===== config.mk =====
export PLATFORM = sky130hd
export DESIGN_NAME = lut_scan_ctrl
export DESIGN_NICKNAME = d
export VERILOG_FILES = /design/src/rtl/lut_scan_pkg.sv /design/src/rtl/lut_scan_ctrl.sv
export SDC_FILE = /design/constraint.sdc
export NUM_CORES = 1
export LEC_CHECK = 0
export BUFFER_PORTS_ARGS = -buffer_cell sky130_fd_sc_hd__buf_2
export CAP_MARGIN = 40
export CORE_AREA = 2 2 61 63
export CTS_CLUSTER_SIZE = 40
export DETAILED_ROUTE_END_ITERATION = 10
export DIE_AREA = 0 0 63 65
export GPL_TIMING_DRIVEN = 0
export PLACE_DENSITY = 0.79
export SYNTH_ARGS = -nofsm -noshare
export SYNTH_HDL_FRONTEND = slang
export SYNTH_SLANG_ARGS = --single-unit
export TNS_END_PERCENT = 20

===== constraint.sdc =====
create_clock -name clk -period 1.8 [get_ports clk]
set_input_delay 0.18 -clock clk [delete_from_list [all_inputs] [get_ports clk]]
set_output_delay 0.18 -clock clk [all_outputs]
set_load 0.05 [all_outputs]

===== src/rtl/lut_scan_pkg.sv =====
// rtl/lut_scan_pkg.sv - shared state encoding and constants for the tile-code LUT scan sequencer
package lut_scan_pkg;

    typedef enum logic [2:0] {
        IDLE  = 3'd0,
        A_RD  = 3'd1,
        A_OUT = 3'd2,
        B_RD  = 3'd3,
        B_OUT = 3'd4,
        DONE  = 3'd5
    } scan_state_t;

    localparam logic [1:0] RW_READ = 2'b10;
    localparam logic [1:0] RW_IDLE = 2'b00;

    localparam int A_DEPTH_DEF = 16;
    localparam int B_DEPTH_DEF = 9;
    localparam int CODE_W_DEF  = 8;

endpackage


===== src/rtl/lut_scan_ctrl.sv =====
// rtl/lut_scan_ctrl.sv - walks LUT bank A then bank B and streams every returned code downstream
module lut_scan_ctrl
    import lut_scan_pkg::*;
#(
    parameter int A_DEPTH = A_DEPTH_DEF,
    parameter int B_DEPTH = B_DEPTH_DEF,
    parameter int CODE_W  = CODE_W_DEF
) (
    input  logic              clk,
    input  logic              rst,
    input  logic              start,
    output logic [1:0]        arw,
    output logic [1:0]        brw,
    output logic [4:0]        add,
    output logic [4:0]        bdd,
    input  logic [CODE_W-1:0] z_in,
    output logic              out_valid,
    input  logic              out_ready,
    output logic              out_bank,
    output logic [4:0]        out_idx,
    output logic [CODE_W-1:0] out_code,
    output logic              busy,
    output logic              done
);

    scan_state_t       state, state_n;
    logic [4:0]        idx, idx_n;
    logic              cap;
    logic              bank_n;
    logic [4:0]        oidx_n;
    logic [CODE_W-1:0] code_n;

    always_comb begin
        state_n = state;
        idx_n   = idx;
        case (state)
            IDLE: begin
                if (start) begin
                    state_n = A_RD;
                    idx_n   = 5'd0;
                end
            end
            A_RD: state_n = A_OUT;
            A_OUT: begin
                if (out_valid && out_ready) begin
                    if (idx == 5'(A_DEPTH - 1)) begin
                        state_n = B_RD;
                        idx_n   = 5'd0;
                    end else begin
                        state_n = A_RD;
                        idx_n   = idx + 5'd1;
                    end
                end
            end
            B_RD: state_n = B_OUT;
            B_OUT: begin
                if (out_valid && out_ready) begin
                    if (idx == 5'(B_DEPTH - 1)) begin
                        state_n = DONE;
                    end else begin
                        state_n = B_RD;
                        idx_n   = idx + 5'd1;
                    end
                end
            end
            DONE:    state_n = IDLE;
            default: state_n = IDLE;
        endcase
    end

    // The LUT answers combinationally during a read cycle, so the code is taken at the end of it.
    always_comb begin
        cap    = (state == A_RD) || (state == B_RD);
        code_n = cap ? z_in : out_code;
        bank_n = cap ? (state == B_RD) : out_bank;
        oidx_n = cap ? idx : out_idx;
    end

    // All outputs are decoded from the next state so they appear registered in the state they describe.
    always_ff @(posedge clk) begin
        if (rst) begin
            state     <= IDLE;
            idx       <= 5'd0;
            arw       <= RW_IDLE;
            brw       <= RW_IDLE;
            add       <= 5'd0;
            bdd       <= 5'd0;
            out_valid <= 1'b0;
            out_bank  <= 1'b0;
            out_idx   <= 5'd0;
            out_code  <= '0;
            busy      <= 1'b0;
            done      <= 1'b0;
        end else begin
            state     <= state_n;
            idx       <= idx_n;
            arw       <= (state_n == A_RD) ? RW_READ : RW_IDLE;
            brw       <= (state_n == B_RD) ? RW_READ : RW_IDLE;
            add       <= (state_n == A_RD) ? {1'b0, idx_n[3:0]} : 5'd0;
            bdd       <= (state_n == B_RD) ? {1'b0, idx_n[3:0]} : 5'd0;
            out_valid <= (state_n == A_OUT) || (state_n == B_OUT);
            out_bank  <= bank_n;
            out_idx   <= oidx_n;
            out_code  <= code_n;
            busy      <= (state_n != IDLE);
            done      <= (state_n == DONE);
        end
    end

endmodule


==> flow_summary_export.csv, run 1 <==
group,metric,value,unit
final_layout,antennaDiodeCount,0,
power_and_ir_drop,p_leak,0.7972,nW
final_layout,layout-drive-gt1-share,36.73,%
power_and_ir_drop,internal-power,1.023,mW
setup_path,arrival,2260,ps
route,drc,0,
yosys,synth.distinct_cells,39,
clock_tree,cts_buffer_depth,2,
yosys,synth_edf_count,0,
clock_tree,insertion_delay,340,ps
grt,antenna_found_initial,0,
sta,tightest_slew,524.5,ps
yosys,ys_seq_elements,35,
power_and_ir_drop,power_density,756.9,nW/um^2
setup_path,cp-start-kind,"register",
sta,finalHoldViolCount,0,
grt,grt_max_degree,12,
grt,grt_util_met1,21.18,%
sta,relSlewSlack,64.67,%
final_layout,syn_to_final_growth,33.19,%
power_and_ir_drop,p_switching,0.4633,mW
clock_tree,cts_tree,"yes",
setup_path,reg2reg_from,"idx[0]$_SDFF_PP0_",
setup_path,r2r_cells,7,
setup_path,crit_buf_inv,0,
yosys,synth_ff_type,"dfxtp_1",
floorplanning,ioPinCount,43,
grt,overflow,0,
grt,groute.usage.overall,17.47,%
floorplanning,row_count,22,
floorplanning,die_h,65,um
power_and_ir_drop,p_sw_share,31.18,%
worst_hold_path,min_path_cells,3,
setup_path,reg2reg_to,"add[3]$_SDFF_PP0_",
power_and_ir_drop,p_seq_share,54.1,%
setup_path,crit_chain,"ha_4 -> and3_4 -> ha_4 -> nand3b_1 -> or3_1 -> a211o_1 -> a211oi_2",
run_status,status,"finished, violations left",
sta,skew,3.380,ps
worst_hold_path,hold_class,"input pin to register",
route,viasPerCell,5.058,
final_layout,nFillCells,326,
grt,grt.busiest_layer,"met2",
power_and_ir_drop,clockPowerShare,27.6,%
setup_path,critPathRequiredTime,2070,ps
yosys,synthArstFlopShare,0,%
clock_tree,cts.clk_slew.worst_paths,100,ps
yosys,ys_warn_count,0,
final_layout,final_cell_mix,"38 x buf_2, 33 x dfxtp_1, 30 x nand2_1",
run,drv_cap,0,
route,drt_first_iter_violations,51,
place,gp_congestion,0.9261,
route,num_vias,1386,
run_status,violations,"negative setup slack",
floorplanning,dieArea,4095,um^2
floorplanning,core_area,3496,um^2
worst_hold_path,hold_start,"z_in[6]",
setup_path,crit_top_cell,"ha_4",
route,dr.pass1.iters,4,
setup_path,critPathTopFamily,"simple AND/OR/NAND/NOR gates",
final_layout,layout_commonest_cell,"buf_2",
final_layout,finalNetCount,241,
place,dp_hpwl,2284,um
sta,setup_violations,10,
sta,period_share,110.4,%
grt,grt_pass1_wl,5499,um
clock_tree,clock-root-buffer,"clkbuf_4",
setup_path,regToRegSetupSlack,-190,ps
clock_tree,cts_buffers,5,
setup_path,cp-end-kind,"register",
worst_hold_path,whs_endpoint,"out_code[6]$_SDFFE_PP0P_",
sta,worst_slack,-187.7,ps
yosys,syn_inst,171,
sta,max_freq,503.1,MHz
clock_tree,h-tree-depth,2,
power_and_ir_drop,comb_power_share,18.4,%
yosys,syn_area,1474,um^2
route,routed_wl,3411,um
power_and_ir_drop,vdd_ir_drop_max,0.0003769,V
yosys,yosysTopAreaCell,"dfxtp_1",
yosys,yosysSeqAreaShare,47.54,%
setup_path,crit_type,"register to register",
sta,rsz0062_at_grt,"true",
route,wl_per_cell,12.45,um
power_and_ir_drop,p_total,1.486,mW
setup_path,slowest_stage,"dfxtp_4",
yosys,avgSynthCellArea,8.619,um^2
grt,grt_use_met3,4.340,%
floorplanning,die_x,63,um
floorplanning,start_util,42.16,%
yosys,synth_top_area_share,47.54,%
place,pre_cts_slack,-266.0,ps
place,portBuffers,38,
sta,fin_crit,1988,ps
sta,slew_viol_final,0,
grt,grt.met2_usage,27.79,%
setup_path,max_stage_delay,380,ps
grt,first_global_vias,1169,
route,ant_nets,0,
yosys,synthTopCellsByArea,"dfxtp_1 48%, nand2_1 7.6%, a21oi_1 7.1%, ha_1 3.4%, nor4_1 3.0%",
clock_tree,cts_sinks,35,
setup_path,path_max_fanout,3,
## through the flow
stage / cell area, um^2 / hold WS [ps] / instances / setup TNS, ps / util, %
2_1_floorplan: 1508 / 316.0 / 174 / -468.9 / -
4_1_cts: 1892 / 52.72 / 272 / -522.1 / 54.12
3_3_place_gp: 1758 / 422.7 / 260 / -1278 / 50.29
3_5_place_dp: 1758 / 430.5 / 260 / -1253 / 50.29
5_1_grt: 1963 / 56.99 / 274 / -2692 / 56.16
6_report: 1963 / 62.80 / 274 / -1059 / 56.16
## power by group through the flow
stage	registers (mW)	clock network [mW]	logic, mW
floorplan	0.886	0	0.134
global placement	0.823	0	0.254
detailed placement	0.824	0	0.256
CTS	0.803	0.426	0.266
global route	0.806	0.467	0.294
finish	0.803	0.410	0.273
## what timing repair did
item                       CTS  global route
hold buffers                 0             0
buffers inserted             4             3
gates resized for setup     10            14
pin swaps                    2             5
setup endpoints to repair   14            25
## logic make-up after synthesis
group           synth area share (%)
compound gates                 16.21
xor+xnor                       1.104
fa+ha+maj                      3.396
buf+inv                        7.725
flops                          47.54
mux                           0.7640
other cells                   0.2544
simple gates                   23.01
## Yosys cell counts (2+ instances only)
| cell type | number |
|---|---|
| dfxtp_1 | 35 |
| nand2_1 | 30 |
| a21oi_1 | 21 |
| nor2_1 | 9 |
| clkbuf_1 | 7 |
| nor4_1 | 7 |
| inv_1 | 6 |
| buf_4 | 5 |
| ha_1 | 4 |
| nand3_1 | 4 |
| nor2b_1 | 4 |
| o21ai_0 | 4 |
| or3_1 | 3 |
| a31oi_1 | 2 |
| buf_6 | 2 |
| nand2b_1 | 2 |
| nor3_1 | 2 |
| o22ai_1 | 2 |
| o31ai_1 | 2 |
## cell type report
cell class	count	area [um^2]	area share, %
Buffer	14	87.58	4.461
Clock buffer	6	41.29	2.103
Clock inverter	2	12.51	0.6373
Inverter	6	28.78	1.466
Multi-Input combinational cell	118	774.5	39.45
Sequential cell	35	708.2	36.07
Tap cell	48	60.06	3.059
Timing Repair Buffer	45	250.2	12.75
## routing by layer
| layer | wire length (um) | share of wire (%) |
|---|---|---|
| met1 | 1462 | 43 |
| met2 | 1608 | 47 |
| met3 | 252 | 7.4 |
| met4 | 87 | 2.6 |
| met5 | 0 | 0 |
## how the worst max path moves through the flow
| stage | slack (ps) | to | startpoint | cells past startpoint |
|---|---|---|---|---|
| after floorplan | -150 | add[3]$_SDFF_PP0_ | idx[1]$_SDFF_PP0_ | 7 |
| after global placement | -260 | add[3]$_SDFF_PP0_ | idx[1]$_SDFF_PP0_ | 7 |
| after detailed placement | -270 | add[3]$_SDFF_PP0_ | idx[1]$_SDFF_PP0_ | 7 |
| after CTS | -150 | bdd[3]$_SDFF_PP0_ | idx[0]$_SDFF_PP0_ | 7 |
| after global routing | -250 | add[3]$_SDFF_PP0_ | idx[1]$_SDFF_PP0_ | 7 |
| final | -190 | add[3]$_SDFF_PP0_ | idx[0]$_SDFF_PP0_ | 7 |
## state kept, by name, indices dropped and copies added (netlist names), 3 cells and up
name	flops
state	3
add	4
idx	5
bdd	4
out_code	8
out_idx	5
## worst min-delay path, stage by stage
cell,delay (ps)
buf_2,100
nand2_1,40
a21oi_1,50
(Power assumes the default switching activity.)
==> inputs of run 2 (changes only) <==
Settings changed: CORE_AREA 2 2 61 63 to 2 2 58 60, DIE_AREA 0 0 63 65 to 0 0 60 62, PLACE_DENSITY 0.79 to 0.83.
Clock period 1.8 ns to 2.05 ns, I/O delays scaled along.
==> flow_summary_export.csv, run 2 (same netlist as run 1, synthesis figures left out) <==
group,metric,value,unit
route,ant_nets,0,
route,wl_per_cell,12.60,um
final_layout,multiInputGateArea,738.2,um^2
route,num_vias,1370,
sta,setup_violations,0,
final_layout,finalNetCount,240,
final_layout,final_cells,271,
power_and_ir_drop,p_switching,0.3946,mW
power_and_ir_drop,vdd_ir_drop_max,0.0004400,V
sta,tightest_slew,551.4,ps
grt,groute.usage.overall,19.61,%
final_layout,layout-drive-gt1-share,33.78,%
sta,relSlewSlack,62.85,%
route,drc,0,
floorplanning,ioPinCount,43,
setup_path,regToRegSetupSlack,50,ps
power_and_ir_drop,p_total,1.294,mW
setup_path,cp-end-kind,"register",
final_layout,largest_register,"out_code",
place,post-place-cells,258,
clock_tree,cts.clk_slew.worst_paths,100,ps
power_and_ir_drop,comb_power_share,18.7,%
place,dp_hpwl,2306,um
power_and_ir_drop,p_leak,0.7770,nW
clock_tree,postCtsHoldBufs,0,
setup_path,slowest_stage,"dfxtp_4",
floorplanning,core_area,3179,um^2
final_layout,reg_top3,"out_code: 8 flops, idx: 5 flops, out_idx: 5 flops",
final_layout,nFillCells,289,
grt,grt_pass1_wl,5313,um
route,drt_first_iter_violations,44,
worst_hold_path,whs_endpoint,"out_code[2]$_SDFFE_PP0P_",
setup_path,reg2reg_from,"idx[0]$_SDFF_PP0_",
run_status,status,"finished clean",
clock_tree,insertion_delay,340,ps
worst_hold_path,min_path_cells,3,
sta,period_share,97.63,%
final_layout,layout_commonest_cell,"buf_2",
final_layout,syn_to_final_growth,28.78,%
grt,antenna_found_initial,0,
sta,rsz0062_at_grt,"true",
worst_hold_path,hold_class,"input pin to register",
grt,first_global_vias,1153,
final_layout,antennaDiodeCount,0,
sta,worst_slack,48.53,ps
route,viasPerCell,5.055,
sta,skew,11.74,ps
setup_path,cp-start-kind,"register",
final_layout,final_area,1898,um^2
clock_tree,cts_buffers,5,
route,dr.pass1.iters,4,
sta,max_freq,499.6,MHz
clock_tree,h-tree-depth,2,
setup_path,r2r_cells,8,
setup_path,max_stage_delay,380,ps
power_and_ir_drop,clockPowerShare,26.9,%
power_and_ir_drop,internal-power,0.8996,mW
clock_tree,cts_tree,"yes",
place,portBuffers,38,
setup_path,crit_buf_inv,3,
final_layout,final_cell_mix,"38 x buf_2, 33 x dfxtp_1, 30 x nand2_1",
sta,slew_viol_final,0,
grt,overflow,0,
floorplanning,dieArea,3720,um^2
grt,grt_max_degree,11,
floorplanning,die_x,60,um
worst_hold_path,hold_start,"z_in[2]",
floorplanning,row_count,21,
sta,finalHoldViolCount,0,
power_and_ir_drop,power_density,681.8,nW/um^2
setup_path,crit_chain,"buf_4 -> inv_1 -> ha_1 -> and4bb_2 -> or3_4 -> and2_1 -> clkbuf_4 -> nor3_1",
setup_path,arrival,2260,ps
setup_path,path_max_fanout,6,
final_layout,register_area,708.2,um^2
power_and_ir_drop,p_sw_share,30.49,%
place,gp_congestion,0.9359,
run,drv_cap,0,
floorplanning,die_h,62,um
clock_tree,cts_sinks,35,
power_and_ir_drop,p_seq_share,54.4,%
clock_tree,cts_buffer_depth,2,
setup_path,crit_type,"register to register",
setup_path,reg2reg_to,"state[1]$_SDFF_PP0_",
sta,fin_crit,2001,ps
place,pre_cts_slack,-125.7,ps
setup_path,crit_cells,8,
place,placed_area,1733,um^2
floorplanning,start_util,46.36,%
final_layout,largest_reg_flops,8,
setup_path,critPathRequiredTime,2310,ps
clock_tree,clock-root-buffer,"clkbuf_4",
setup_path,critPathTopFamily,"simple AND/OR/NAND/NOR gates",
route,routed_wl,3414,um
## run 2: cell type report
class / instances / share of cell area, %
multi-input cells: 118 / 38.89
flip-flops and latches: 35 / 37.31
repair buffers: 43 / 12.00
plain buffers: 15 / 4.944
well taps: 46 / 3.032
clock buffers: 7 / 2.373
inverters: 6 / 1.187
clock inverters: 1 / 0.2637
## run 2: power groups by stage
stage	Combinational, mW	Clock (mW)	Sequential, mW
2_1_floorplan	0.118	0	0.778
3_3_place_gp	0.223	0	0.723
3_5_place_dp	0.225	0	0.723
4_1_cts	0.229	0.354	0.705
5_1_grt	0.260	0.389	0.707
6_report	0.242	0.348	0.704
## run 2: timing repair
action	in CTS	in global routing
pin swaps	4	2
gates resized for setup	9	8
endpoints found under the setup margin	4	13
buffers inserted	5	0
gates cloned	0	0
## run 2: how the worst max path moves through the flow
stage / startpoint / to / slack (ps)
finish: idx[0]$_SDFF_PP0_ / state[1]$_SDFF_PP0_ / 50
detailed placement: idx[0]$_SDFF_PP0_ / add[3]$_SDFF_PP0_ / -130
global route: idx[0]$_SDFF_PP0_ / bdd[2]$_SDFF_PP0_ / -20
CTS: idx[0]$_SDFF_PP0_ / add[0]$_SDFF_PP0_ / 20
global placement: idx[0]$_SDFF_PP0_ / add[3]$_SDFF_PP0_ / -120
floorplan: idx[0]$_SDFF_PP0_ / add[3]$_SDFF_PP0_ / 30
## run 2: per-stage QoR
step	hold WS, ps	utilization (%)	setup TNS [ps]
after floorplan	341.0	-	0
after global placement	440.2	54.51	-224.9
after detailed placement	444.6	54.51	-334.6
after CTS	84.41	58.28	0
after global routing	84.65	59.70	-54.33
final	89.93	59.70	0
## run 2: per-layer routing
layer | share of wire, % | global-route usage (%) | vias up
li1 | - | - | 691
met4 | 1.9 | 9.206 | 0
met3 | 5.4 | 6.625 | 8
met1 | 42 | 25.10 | 632
met5 | 0 | 0 | -
met2 | 51 | 29.97 | 39
## run 2: tightest hold or removal path: cells and delay by family
family / cells / cell delay (ps)
compound gates: 1 / 50
simple gates: 1 / 40
buf+inv: 1 / 90
==> inputs of run 3 (changes only) <==
Settings changed: CORE_AREA 2 2 58 60 to 2 2 52 66, DIE_AREA 0 0 60 62 to 0 0 54 68.
==> flow_summary_export.csv, run 3 (same netlist as run 1, synthesis figures left out) <==
group,metric,value,unit
final_layout,final_cells,259,
route,num_vias,1378,
worst_hold_path,hold_start,"z_in[6]",
sta,slew_viol_final,0,
route,drt_first_iter_violations,22,
route,viasPerCell,5.320,
power_and_ir_drop,power_density,831.5,nW/um^2
clock_tree,cts_sinks,35,
final_layout,largest_register,"out_code",
place,placed_area,1722,um^2
clock_tree,h-tree-depth,2,
sta,skew,9.261,ps
floorplanning,ioPinCount,43,
setup_path,critPathRequiredTime,2270,ps
route,dr.pass1.iters,5,
place,post-place-cells,249,
sta,period_share,99.74,%
place,pre_cts_slack,-157.3,ps
setup_path,r2r_cells,7,
route,routed_wl,3456,um
setup_path,path_max_fanout,6,
final_layout,reg_top3,"out_code: 8 flops, idx: 5 flops, out_idx: 5 flops",
final_layout,final_area,1907,um^2
setup_path,reg2reg_from,"idx[1]$_SDFF_PP0_",
final_layout,syn_to_final_growth,29.37,%
clock_tree,postCtsHoldBufs,0,
final_layout,final_cell_mix,"39 x buf_2, 33 x dfxtp_1, 30 x nand2_1",
power_and_ir_drop,vdd_ir_drop_max,0.0005979,V
clock_tree,cts.clk_slew.worst_paths,70,ps
setup_path,arrival,2260,ps
sta,finalSetupTns,0,ps
final_layout,final_core_util,61.35,%
setup_path,critPathTopFamily,"simple AND/OR/NAND/NOR gates",
setup_path,crit_chain,"ha_4 -> and3_4 -> ha_4 -> nand3b_1 -> or3_1 -> a211o_1 -> a211oi_2",
setup_path,regToRegSetupSlack,5,ps
place,dp_hpwl,2462,um
grt,grt_pass1_wl,5678,um
setup_path,cp-end-kind,"register",
clock_tree,clock-root-buffer,"clkbuf_8",
clock_tree,cts_buffer_depth,2,
power_and_ir_drop,p_total,1.586,mW
setup_path,reg2reg_to,"add[3]$_SDFF_PP0_",
setup_path,cp-start-kind,"register",
run_status,status,"finished clean",
final_layout,layout_commonest_cell,"buf_2",
sta,finalHoldViolCount,0,
final_layout,antennaDiodeCount,0,
power_and_ir_drop,p_leak,0.7917,nW
setup_path,max_stage_delay,360,ps
sta,whs,142.1,ps
place,gp_congestion,0.8810,
final_layout,largest_reg_flops,8,
grt,antenna_found_initial,0,
floorplanning,start_util,47.42,%
floorplanning,dieArea,3672,um^2
final_layout,layout-drive-gt1-share,31.53,%
worst_hold_path,whs_endpoint,"out_code[6]$_SDFFE_PP0P_",
final_layout,finalNetCount,237,
sta,max_freq,489.1,MHz
clock_tree,cts_tree,"yes",
route,drc,0,
place,portBuffers,38,
clock_tree,insertion_delay,300,ps
grt,grt_max_degree,12,
clock_tree,cts_buffers,5,
floorplanning,die_x,54,um
run,drv_cap,0,
grt,overflow,0,
sta,setup_violations,0,
setup_path,crit_top_cell,"ha_4",
route,ant_nets,0,
grt,groute.usage.overall,21.29,%
setup_path,crit_buf_inv,0,
floorplanning,die_h,68,um
grt,first_global_vias,1358,
worst_hold_path,min_path_cells,3,
sta,fin_crit,2045,ps
floorplanning,core_area,3108,um^2
floorplanning,row_count,23,
sta,worst_slack,5.335,ps
route,wl_per_cell,13.34,um
setup_path,crit_type,"register to register",
sta,rsz0062_at_grt,"true",
worst_hold_path,hold_class,"input pin to register",
setup_path,slowest_stage,"dfxtp_2",
## run 3: cell type report
class / count / area (um^2)
Timing Repair Buffer: 40 / 205.2
Tap cell: 37 / 46.29
Inverter: 6 / 22.52
Clock buffer: 6 / 82.58
Fill cell: 297 / 1201
Multi-Input combinational cell: 118 / 718.2
Buffer: 15 / 91.34
Sequential cell: 35 / 705.7
Clock inverter: 2 / 35.03
## run 3: power by group
group | internal (mW) | switching [mW] | leakage (nW)
clock network | 0.393 | 0.253 | 0.0612
logic | 0.0668 | 0.166 | 0.445
registers | 0.698 | 0.00816 | 0.285
total | 1.16 | 0.427 | 0.792
## run 3: per-layer routing
layer / up-vias / part of all wire (%) / track usage [%] / wire length [um]
met4: 0 / 3.1 / 11.25 / 107
met3: 13 / 7.2 / 8.079 / 249
met2: 52 / 50 / 37.96 / 1727
li1: 682 / - / - / -
met5: - / 0 / 0 / 0
met1: 631 / 40 / 20.75 / 1371
## run 3: how the worst max path moves through the flow
| stage | from | to | slack, ps | cells past startpoint |
|---|---|---|---|---|
| floorplan | idx[0]$_SDFF_PP0_ | add[3]$_SDFF_PP0_ | 30 | 7 |
| finish | idx[1]$_SDFF_PP0_ | add[3]$_SDFF_PP0_ | 5 | 7 |
| global route | idx[1]$_SDFF_PP0_ | add[3]$_SDFF_PP0_ | -50 | 7 |
| global placement | idx[0]$_SDFF_PP0_ | add[3]$_SDFF_PP0_ | -130 | 7 |
| CTS | idx[1]$_SDFF_PP0_ | add[3]$_SDFF_PP0_ | 6 | 7 |
| detailed placement | idx[0]$_SDFF_PP0_ | add[3]$_SDFF_PP0_ | -160 | 7 |
## run 3: worst reg2reg max path, stage by stage, from the launching register on
cell and delay [ps]:
dfxtp_2 360, ha_4 170, and3_4 180, ha_4 160, nand3b_1 210, or3_1 340
a211o_1 310, a211oi_2 230
## run 3: what timing repair did
action,CTS,global route
setup endpoints to repair,8,7
resized for setup,9,2
pin swaps,3,1
buffers inserted,2,0
hold endpoints to repair,0,0
